### src/rtl/mips_mem_pkg.sv
// Shared definitions for the MIPS32 memory-access stage.
// Holds the load/store opcodes, the stage FSM states, the pipeline bundle
// field offsets and the exception-vector bit positions.
package mips_mem_pkg;

    // Load/store opcodes (IR[31:26])
    localparam logic [5:0] OP_LB  = 6'h20;
    localparam logic [5:0] OP_LH  = 6'h21;
    localparam logic [5:0] OP_LW  = 6'h23;
    localparam logic [5:0] OP_LBU = 6'h24;
    localparam logic [5:0] OP_LHU = 6'h25;
    localparam logic [5:0] OP_SB  = 6'h28;
    localparam logic [5:0] OP_SH  = 6'h29;
    localparam logic [5:0] OP_SW  = 6'h2B;

    // Bus access sizes
    localparam logic [1:0] SIZE_BYTE = 2'd0;
    localparam logic [1:0] SIZE_HALF = 2'd1;
    localparam logic [1:0] SIZE_WORD = 2'd2;

    // MEM_IN / MEM_OUT field offsets (each field is 32 bits wide)
    localparam int IR_LSB  = 96;
    localparam int PC4_LSB = 64;
    localparam int AO_LSB  = 32;
    localparam int RT_LSB  = 0;
    localparam int LO_LSB  = 0;

    // Exception vector bit indices
    localparam int EXC_PC    = 6;
    localparam int EXC_LADDR = 5;
    localparam int EXC_SADDR = 4;
    localparam int EXC_SYS   = 3;
    localparam int EXC_BREAK = 2;
    localparam int EXC_RI    = 1;
    localparam int EXC_OV    = 0;

    typedef enum logic [2:0] {
        S_IDLE  = 3'd0,
        S_REQ   = 3'd1,
        S_WAIT  = 3'd2,
        S_DONE  = 3'd3,
        S_DRAIN = 3'd4
    } mem_state_e;

    function automatic logic op_is_load(input logic [5:0] op);
        return (op == OP_LB) || (op == OP_LH) || (op == OP_LW) ||
               (op == OP_LBU) || (op == OP_LHU);
    endfunction

    function automatic logic op_is_store(input logic [5:0] op);
        return (op == OP_SB) || (op == OP_SH) || (op == OP_SW);
    endfunction

endpackage

### src/rtl/mem_stage_load_align.sv
// load_align: selects the addressed byte/half lane of a little-endian read
// word and sign- or zero-extends it according to the load opcode.
// Ports: rdata (raw word), addr_lo (addr[1:0]), opcode (IR[31:26]) -> result.
module load_align
    import mips_mem_pkg::*;
(
    input  logic [31:0] rdata,
    input  logic [1:0]  addr_lo,
    input  logic [5:0]  opcode,
    output logic [31:0] result
);

    logic [7:0]  byte_sel;
    logic [15:0] half_sel;

    always_comb begin
        byte_sel = 8'h00;
        case (addr_lo)
            2'd0:    byte_sel = rdata[7:0];
            2'd1:    byte_sel = rdata[15:8];
            2'd2:    byte_sel = rdata[23:16];
            default: byte_sel = rdata[31:24];
        endcase
        // Halfword loads are aligned, so only addr[1] picks the lane
        half_sel = addr_lo[1] ? rdata[31:16] : rdata[15:0];

        case (opcode)
            OP_LB:   result = {{24{byte_sel[7]}}, byte_sel};
            OP_LBU:  result = {24'h0, byte_sel};
            OP_LH:   result = {{16{half_sel[15]}}, half_sel};
            OP_LHU:  result = {16'h0, half_sel};
            default: result = rdata;
        endcase
    end

endmodule

### src/rtl/mem_stage.sv
// mem_stage: MIPS32 memory-access stage. Issues load/store requests on a
// req/addr_ok/data_ok SRAM bus, flags alignment faults, aligns load data.
// Ports: pipeline in (MEM_IN/LO/EXC/DELAY, MEM_valid, cancel), pipeline out
// (MEM_OUT/EXC/DELAY, MEM_over, MEM_allow_in, WB_allow_in), data_* SRAM bus.
module mem_stage
    import mips_mem_pkg::*;
(
    input  logic         clk,
    input  logic         reset,
    input  logic         cancel,
    input  logic         MEM_valid,
    input  logic [127:0] MEM_IN,
    input  logic [31:0]  MEM_IN_LO,
    input  logic [6:0]   MEM_IN_EXC,
    input  logic         MEM_IN_DELAY,
    input  logic         WB_allow_in,
    output logic         MEM_allow_in,
    output logic         MEM_over,
    output logic [127:0] MEM_OUT,
    output logic [6:0]   MEM_OUT_EXC,
    output logic         MEM_OUT_DELAY,
    output logic         data_req,
    output logic         data_wr,
    output logic [1:0]   data_size,
    output logic [31:0]  data_addr,
    output logic [31:0]  data_wdata,
    input  logic         data_addr_ok,
    input  logic         data_data_ok,
    input  logic [31:0]  data_rdata
);

    mem_state_e  state_q, state_d;
    logic [31:0] rdata_q, rdata_d;

    logic [31:0] ir, pc4, alu_res, rt_val;
    logic [5:0]  opcode;
    logic        is_load, is_store, is_mem;
    logic [1:0]  acc_size;
    logic        misalign, ld_err, st_err, addr_err;
    logic        issue;
    logic [31:0] load_val;
    logic [31:0] ao;

    assign ir      = MEM_IN[IR_LSB  +: 32];
    assign pc4     = MEM_IN[PC4_LSB +: 32];
    assign alu_res = MEM_IN[AO_LSB  +: 32];
    assign rt_val  = MEM_IN[RT_LSB  +: 32];
    assign opcode  = ir[31:26];

    // Decode, alignment check and store-data replication
    always_comb begin
        is_load  = op_is_load(opcode);
        is_store = op_is_store(opcode);
        is_mem   = is_load | is_store;

        case (opcode)
            OP_LB, OP_LBU, OP_SB: acc_size = SIZE_BYTE;
            OP_LH, OP_LHU, OP_SH: acc_size = SIZE_HALF;
            default:              acc_size = SIZE_WORD;
        endcase

        misalign = ((acc_size == SIZE_WORD) && (alu_res[1:0] != 2'b00)) ||
                   ((acc_size == SIZE_HALF) && alu_res[0]);
        ld_err   = is_load  & misalign;
        st_err   = is_store & misalign;
        addr_err = ld_err | st_err;

        case (acc_size)
            SIZE_BYTE: data_wdata = {4{rt_val[7:0]}};
            SIZE_HALF: data_wdata = {2{rt_val[15:0]}};
            default:   data_wdata = rt_val;
        endcase
    end

    // Upstream exceptions and faults suppress the bus access entirely
    assign issue = MEM_valid & is_mem & ~(|MEM_IN_EXC) & ~addr_err & ~cancel;

    // Request fields come straight from MEM_IN: upstream is frozen while
    // MEM_allow_in is low, so they stay stable for the whole transaction.
    assign data_wr   = is_store;
    assign data_size = acc_size;
    assign data_addr = alu_res;

    load_align u_load_align (
        .rdata   (rdata_q),
        .addr_lo (alu_res[1:0]),
        .opcode  (opcode),
        .result  (load_val)
    );

    // State register
    always_ff @(posedge clk or posedge reset) begin
        if (reset) begin
            state_q <= S_IDLE;
            rdata_q <= 32'h0;
        end else begin
            state_q <= state_d;
            rdata_q <= rdata_d;
        end
    end

    // Next-state logic
    always_comb begin
        state_d = state_q;
        rdata_d = rdata_q;
        case (state_q)
            S_IDLE: begin
                if (issue) state_d = S_REQ;
            end
            S_REQ: begin
                // Once the address is accepted the bus owes us a data_ok,
                // so a cancel at that point must wait it out in DRAIN.
                if (data_addr_ok)  state_d = cancel ? S_DRAIN : S_WAIT;
                else if (cancel)   state_d = S_IDLE;
            end
            S_WAIT: begin
                if (data_data_ok) begin
                    rdata_d = data_rdata;
                    state_d = cancel ? S_IDLE : S_DONE;
                end else if (cancel) begin
                    state_d = S_DRAIN;
                end
            end
            S_DONE: begin
                if (cancel || WB_allow_in) state_d = S_IDLE;
            end
            S_DRAIN: begin
                if (data_data_ok) state_d = S_IDLE;
            end
            default: state_d = S_IDLE;
        endcase
    end

    // Output logic
    always_comb begin
        data_req = 1'b0;
        MEM_over = 1'b0;
        ao       = alu_res;
        case (state_q)
            S_IDLE: MEM_over = MEM_valid & ~issue;
            S_REQ:  data_req = 1'b1;
            S_DONE: begin
                MEM_over = 1'b1;
                if (is_load) ao = load_val;
            end
            default: ;
        endcase
    end

    assign MEM_allow_in  = ((state_q == S_IDLE) & ~MEM_valid) | (MEM_over & WB_allow_in);
    assign MEM_OUT       = {ir, pc4, ao, MEM_IN_LO};
    assign MEM_OUT_EXC   = MEM_IN_EXC | {1'b0, ld_err, st_err, 4'b0000};
    assign MEM_OUT_DELAY = MEM_IN_DELAY;

endmodule

### config.mk
export PLATFORM = sky130hd
export DESIGN_NAME = mem_stage
export DESIGN_NICKNAME = d
export VERILOG_FILES = /design/src/rtl/mips_mem_pkg.sv /design/src/rtl/mem_stage_load_align.sv /design/src/rtl/mem_stage.sv
export SDC_FILE = /design/constraint.sdc
export NUM_CORES = 1
export LEC_CHECK = 0
export ABC_AREA = 1
export CAP_MARGIN = 20
export CORE_AREA = 8 8 153 155
export DETAILED_ROUTE_END_ITERATION = 8
export DIE_AREA = 0 0 161 163
export GPL_TIMING_DRIVEN = 0
export PLACE_DENSITY = 0.6
export SLEW_MARGIN = 20
export SYNTH_ARGS = -nofsm -noshare
export SYNTH_HDL_FRONTEND = slang
export SYNTH_SLANG_ARGS = --single-unit
### constraint.sdc
create_clock -name clk -period 3.5 [get_ports clk]
set_input_delay 0.875 -clock clk [delete_from_list [all_inputs] [get_ports clk]]
set_output_delay 0.875 -clock clk [all_outputs]
set_load 0.02 [all_outputs]
After elaboration in Yosys (flattened, before gate mapping)

Cells that the tools add are included.

Register bits: 35
Bits in latches: 0
Memory bits (writable): 0
Memory bits (read-only): 0
Bits of input ports: 207
Word-level logic and storage cells: 79
Memories kept: 0

$add $sub $neg: 0
Multipliers: 0
Div/mod/pow operators: 0
Order comparisons: 0
Equality and inequality tests: 21
Shifts and indexed selects: 0
Mux-type cells: 19
Bitwise gates (word level): 18
Reductions and logical operators: 19

Operator list:

| cell                 | number |
|---|---|
| $pmux W32 S4         | 1 |
| $mux W32             | 2 |
| $pmux W32 S2         | 1 |
| $eq A6 B6 Y1 const B | 8 |
| $mux W3              | 8 |
| $pmux W8 S3          | 1 |
| $mux W16             | 1 |
| $pmux W3 S5          | 1 |
| $and A1 B1 Y1        | 9 |
| $logic_or A1 B1 Y1   | 8 |
| $or A7 B6 Y7         | 1 |
| $reduce_or A7 Y1     | 1 |
| $eq A3 B2 Y1 const B | 2 |
| $ne A2 B2 Y1 const B | 3 |
| $ne A3 B3 Y1 const B | 2 |
| $reduce_or A3 Y1     | 2 |
| $not A1 Y1           | 5 |
| $reduce_and A5 Y1    | 1 |
| $eq A2 B1 Y1 const B | 2 |
| $eq A2 B2 Y1 const B | 2 |
| $logic_not A2 Y1     | 2 |
| $pmux W2 S2          | 1 |
| $eq A3 B1 Y1 const B | 1 |
| $eq A3 B3 Y1 const B | 1 |
| 8 further kinds      | 11 |

Depth between registers and ports, before layout

Word-level depth: 16
Depth in mapped cells: 11
Depth with buffers taken out: 10

Modules after synthesis

A second synthesis with hierarchy kept.

Cells, all modules: 681
Area, all modules: 4446.8 µm²

By module, submodules not included:

| module     | instances | cells each | area an instance (µm²) | sequential area each (µm²) |
|---|---|---|---|---|
| mem_stage  | 1         | 459        | 3388.2                 | 875.8 |
| load_align | 1         | 222        | 1058.5                 | 0.0 |

Worst setup path after synthesis

No wires, ideal clock.

Kind: in2out
Start point: input port MEM_IN[125]
End point: output port data_wdata[10]
Arrival time: 2.082 ns
Slack: 0.543 ns
Cell stages on the path: 8
Path through: inv_1 nor2_1 nand3_1 nand2_2 inv_2 nor2_4 buf_4 o21ai_0

Cells in the longest elaborated chain, start to end: 5
Elaborated cells between the ends (all ways): 12
Classes of those cells: eq/ne: 7; mux: 2; reduce/logical: 3

Ends and longest elaborated chain:

| element                                                 | line            | text |
|---|---|---|
| start: declaration                                      | mem_stage.sv:12 | `input logic [127:0] MEM_IN,` |
| $eq A6 B6 Y1                                            | mem_stage.sv:56 | `case (opcode)` |
| $reduce_or A3 Y1                                        | mem_stage.sv:56 |  |
| $pmux W2 S2 *                                           | mem_stage.sv:56 |  |
| $eq A2 B1 Y1 / $logic_not A2 Y1 (equally long branches) | mem_stage.sv:68 | `case (acc_size)` |
| $pmux W32 S2 *                                          | mem_stage.sv:68 |  |
| end: declaration                                        | mem_stage.sv:26 | `output logic [31:0] data_wdata,` |

Every way passes the cells marked *; elsewhere a longest branch is shown, timed or not.

Worst setup path after layout

Start point: input port MEM_IN[125]
End point: output port MEM_OUT[34]

Cells in the longest elaborated chain, start to end: 7
Elaborated cells between the ends (all ways): 12
Classes of those cells: eq/ne: 5; mux: 3; reduce/logical: 4

Ends and longest elaborated chain:

| element                          | line                                           | text |
|---|---|---|
| $eq A6 B6 Y1                     | mips_mem_pkg.sv:46, mem_stage_load_align.sv:27 |  |
| $logic_or A1 B1 Y1 (3 in series) | mips_mem_pkg.sv:46                             | `return (op == OP_LB) \|\| (op == OP_LH) \|\| (op == OP_LW) \|\|` |
| $logic_or A1 B1 Y1               | mips_mem_pkg.sv:47                             | `(op == OP_LBU) \|\| (op == OP_LHU);` |
| $mux W32 *                       | mem_stage.sv:144                               | `if (is_load) ao = load_val;` |
| $mux W32 *                       | mem_stage.sv:139                               | `case (state_q)` |
| end: declaration                 | mem_stage.sv:19                                | `output logic [127:0] MEM_OUT,` |

Marked as above.

==> results.py <==
metrics = {
    "outcome": {
        "status": "completed",
    },
    "global_route": {
        "track_usage_pct": 16.6,
        "grt_first_pass_wirelength_um": 34100,
        "grt_start_max_net_pins": 36,
        "globalRouteOverflowTotal": 0,
        "antenna_found_initial": 2,
        "grt_pass1_vias": 5515,
    },
    "cts": {
        "clk_latency_ns": 0.28,
        "cts_made_buffers": 5,
        "cts_tree": "done",
        "cts.sinks": 35,
        "cts.htree.levels": 2,
        "cts_root_buffer": "clkbuf_16",
        "max-clock-path-buffers": 2,
        "clk_pin_slew_ns": 0.05,
    },
    "setup_path": {
        "path_buf_inv": 4,
        "slowest_delay_ns": 0.27,
        "critical_path_peak_fanout": 8,
        "crit_family": "buffers and inverters",
        "crit_slowest_cell": "dlygate4sd2_1",
        "arrival_ns": 2.50,
        "startpoint": "MEM_IN[125]",
        "crit_chain": "dlygate4sd2_1 -> inv_2 -> nand3_4 -> nor2_4 -> buf_12 -> o21ai_0 -> o21ai_0 -> o211ai_1 -> nand2_1 -> clkdlybuf4s15_2",
        "required_ns": 2.62,
        "cp-start-kind": "primary input",
        "crit_path_frequent_cell": "o21ai_0",
        "crit_type": "in2out",
        "rr_startpoint": "state_q[2]$_DFFE_PP0P_",
        "endpoint_kind": "primary output",
    },
    "placed_design": {
        "place_area_um2": 7870,
        "gp_congestion": 0.855,
        "dp_hpwl_um": 20300,
        "portBuffers": 321,
    },
    "power": {
        "p_sw_w": 0.00109,
        "power_frac_comb_pct": 54.6,
        "p_leak_nw": 3.89,
        "powerDensity_nw_per_um2": 323,
        "netSwitchingFraction_pct": 41.6,
        "internal_power_w": 0.00153,
        "p_seq_share_pct": 28.9,
        "clockPowerShare_pct": 16.5,
        "peakVddDrop_mv": 0.182,
    },
    "synthesis": {
        "synthFlopType": "dfrtp_1",
        "synth_top_area_share_pct": 25.4,
        "synth.avg_cell_area_um2": 6.21,
        "async_flop_share_pct": 100,
        "synth_area_leaders": "buf_4 (25%), dfrtp_1 (20%), nand2_1 (15%)",
        "synth_cell_types": 31,
        "synth_edf_count": 0,
        "yosysSeqAreaShare_pct": 20.3,
        "synth_seq_cells": 35,
        "synth.cell_area_um2": 4310,
        "yosysWarnings": 0,
        "synth.most_common_cell": "nand2_1",
        "synth_top_cell_by_area": "buf_4",
        "synth_common_cells": "nand2_1 (172), buf_4 (146), o21ai_0 (83)",
        "netlist_instances": 694,
        "synthesis.nets": 901,
    },
    "timing": {
        "relSlewSlack_pct": 49.8,
        "rsz0062_at_grt": "true",
        "tightest_slew_ns": 0.752,
        "fmax_mhz": 297,
        "finClkSkew_ns": 0.00118,
        "setup_viol": 0,
        "finalHoldViolations": 0,
        "maxSlewViolCount": 0,
        "period_minus_slack_ns": 3.37,
        "min_period_over_period_pct": 96.4,
    },
    "floorplan": {
        "io_pins": 413,
        "start_util_pct": 20.7,
        "core-area_um2": 20800,
        "rows": 53,
        "die-area_um2": 26200,
        "die_w_um": 161,
        "die_h_um": 163,
    },
    "detailed_routing": {
        "vias": 5400,
        "ant_nets": 0,
        "drt_iter0_markers": 284,
        "route.detailed.drc": 0,
        "drt-vias-per-instance": 4.11,
        "wire_per_inst_um": 18.0,
        "drt_first_pass_iters": 5,
        "wl_um": 23600,
    },
    "job": {
        "drv_cap": 0,
    },
    "finish": {
        "syn_to_final_growth_pct": 88.2,
        "regArea_um2": 876,
        "nets": 1245,
        "drive_gt1_share_pct": 27.6,
        "fill_cells": 2234,
        "antenna_cells": 0,
        "postLayoutCoreUtil_pct": 38.9,
        "design_area_um2": 8110,
        "multiInputGateArea_um2": 1970,
    },
    "hold_path": {
        "holdCritStartpoint": "rdata_q[8]$_DFFE_PP0P_",
        "hold_path.class": "reg2reg",
    },
}
## metrics by stage
| step | setup TNS, ns | hold slack [ns] | total power, W | worst slack, ns | cells |
|---|---|---|---|---|---|
| 6_report | 0 | 0.542 | 0.00262 | 0.127 | 1314 |
| 5_1_grt | -0.0127 | 0.586 | 0.00282 | -0.0127 | 1314 |
| 4_1_cts | 0 | 0.540 | 0.00264 | 0.00470 | 1313 |
| 3_5_place_dp | -43.46 | 0.521 | 0.00221 | -0.850 | 1290 |
| 3_3_place_gp | -43.40 | 0.521 | 0.00220 | -0.858 | 1290 |
| 2_1_floorplan | 0 | 0.472 | 0.00155 | 0.543 | 694 |
## kinds of logic (layout without fill, tap and decap cells)
family	Yosys count	in the layout	share of synthesized area, %
and+or+nand+nor	286	286	28.9
buffers and inverters	248	593	35.0
AOI/OAI and AO/OA	125	125	15.8
DFF	35	35	20.3
## layout make-up
class / instances / area share, %
multi-input cells: 411 / 24.3
plain buffers: 165 / 15.1
flip-flops and latches: 35 / 10.8
clock inverters: 2 / 0.154
clock buffers: 6 / 1.59
repair buffers: 337 / 39.8
inverters: 83 / 3.98
well taps: 275 / 4.24
## placed cells by master, fill, tap and decap left out, types with 2 or more instances in the layout
master	n
o21ai_0	81
nand3_1	17
clkdlybuf4s15_1	3
buf_4	170
dlygate4sd2_1	16
o21ai_2	2
buf_2	23
a21oi_1	21
inv_2	6
clkdlybuf4s50_1	254
o211ai_1	13
nand2_2	5
clkbuf_2	9
dfrtp_1	35
nor3_1	5
clkbuf_16	5
clkinv_1	3
clkdlybuf4s15_2	14
inv_1	70
buf_12	2
or2_2	12
clkinvlp_4	2
nor2_4	5
buf_6	5
nor2_2	15
inv_4	3
nand2_1	169
clkbuf_1	3
clkbuf_4	2
nand3_4	2
or2_1	3
nor2_1	49
o21ai_1	2
## power groups by stage
stage | combinational, W | sequential (W) | clock (W)
2_1_floorplan | 0.000840 | 0.000709 | 0
3_3_place_gp | 0.00144 | 0.000757 | 0
3_5_place_dp | 0.00145 | 0.000760 | 0
4_1_cts | 0.00144 | 0.000755 | 0.000445
5_1_grt | 0.00158 | 0.000784 | 0.000461
6_report | 0.00143 | 0.000759 | 0.000432
## flip-flops by register name (all words and copies together) (netlist names)
signal	count
rdata_q	32
state_q	3
## worst register-to-register path: cells and delay by family, from the launching register on
family / cells / cell delay, ns
buffers and inverters: 3 / 0.65
AND/OR/NAND/NOR: 2 / 0.48
flip-flops: 1 / 0.41
AO/OA/AOI/OAI: 1 / 0.10
## routing by layer
| metal | track usage [%] | vias to the layer above | wire (µm) |
|---|---|---|---|
| met5 | 0 | - | 21 |
| met4 | 1.64 | 4 | 92 |
| met3 | 6.95 | 10 | 2610 |
| met2 | 30.3 | 274 | 12000 |
| met1 | 18.3 | 2403 | 8900 |
| li1 | - | 2709 | - |
## worst paths after layout
| path | end | slack, ns | cells past startpoint |
|---|---|---|---|
| max in group asynchronous | rdata_q[12]$_DFFE_PP0P_ | 1.95 | 2 |
| min in group asynchronous | rdata_q[10]$_DFFE_PP0P_ | 1.07 | 2 |
| min reg2reg | rdata_q[8]$_DFFE_PP0P_ | 0.54 | 2 |
| max reg2reg | rdata_q[16]$_DFFE_PP0P_ | 1.74 | 6 |
| max | MEM_OUT[34] | 0.13 | 10 |
| min | rdata_q[8]$_DFFE_PP0P_ | 0.54 | 2 |
## repair_timing
| item | CTS | global route |
|---|---|---|
| setup endpoints to repair | 63 | 49 |
| pin swaps | 11 | 6 |
| cloned | 1 | 0 |
| buffers inserted | 14 | 1 |
| gates resized for setup | 218 | 29 |
| hold buffers | 0 | 0 |
Power figures use the tool's default switching activity.
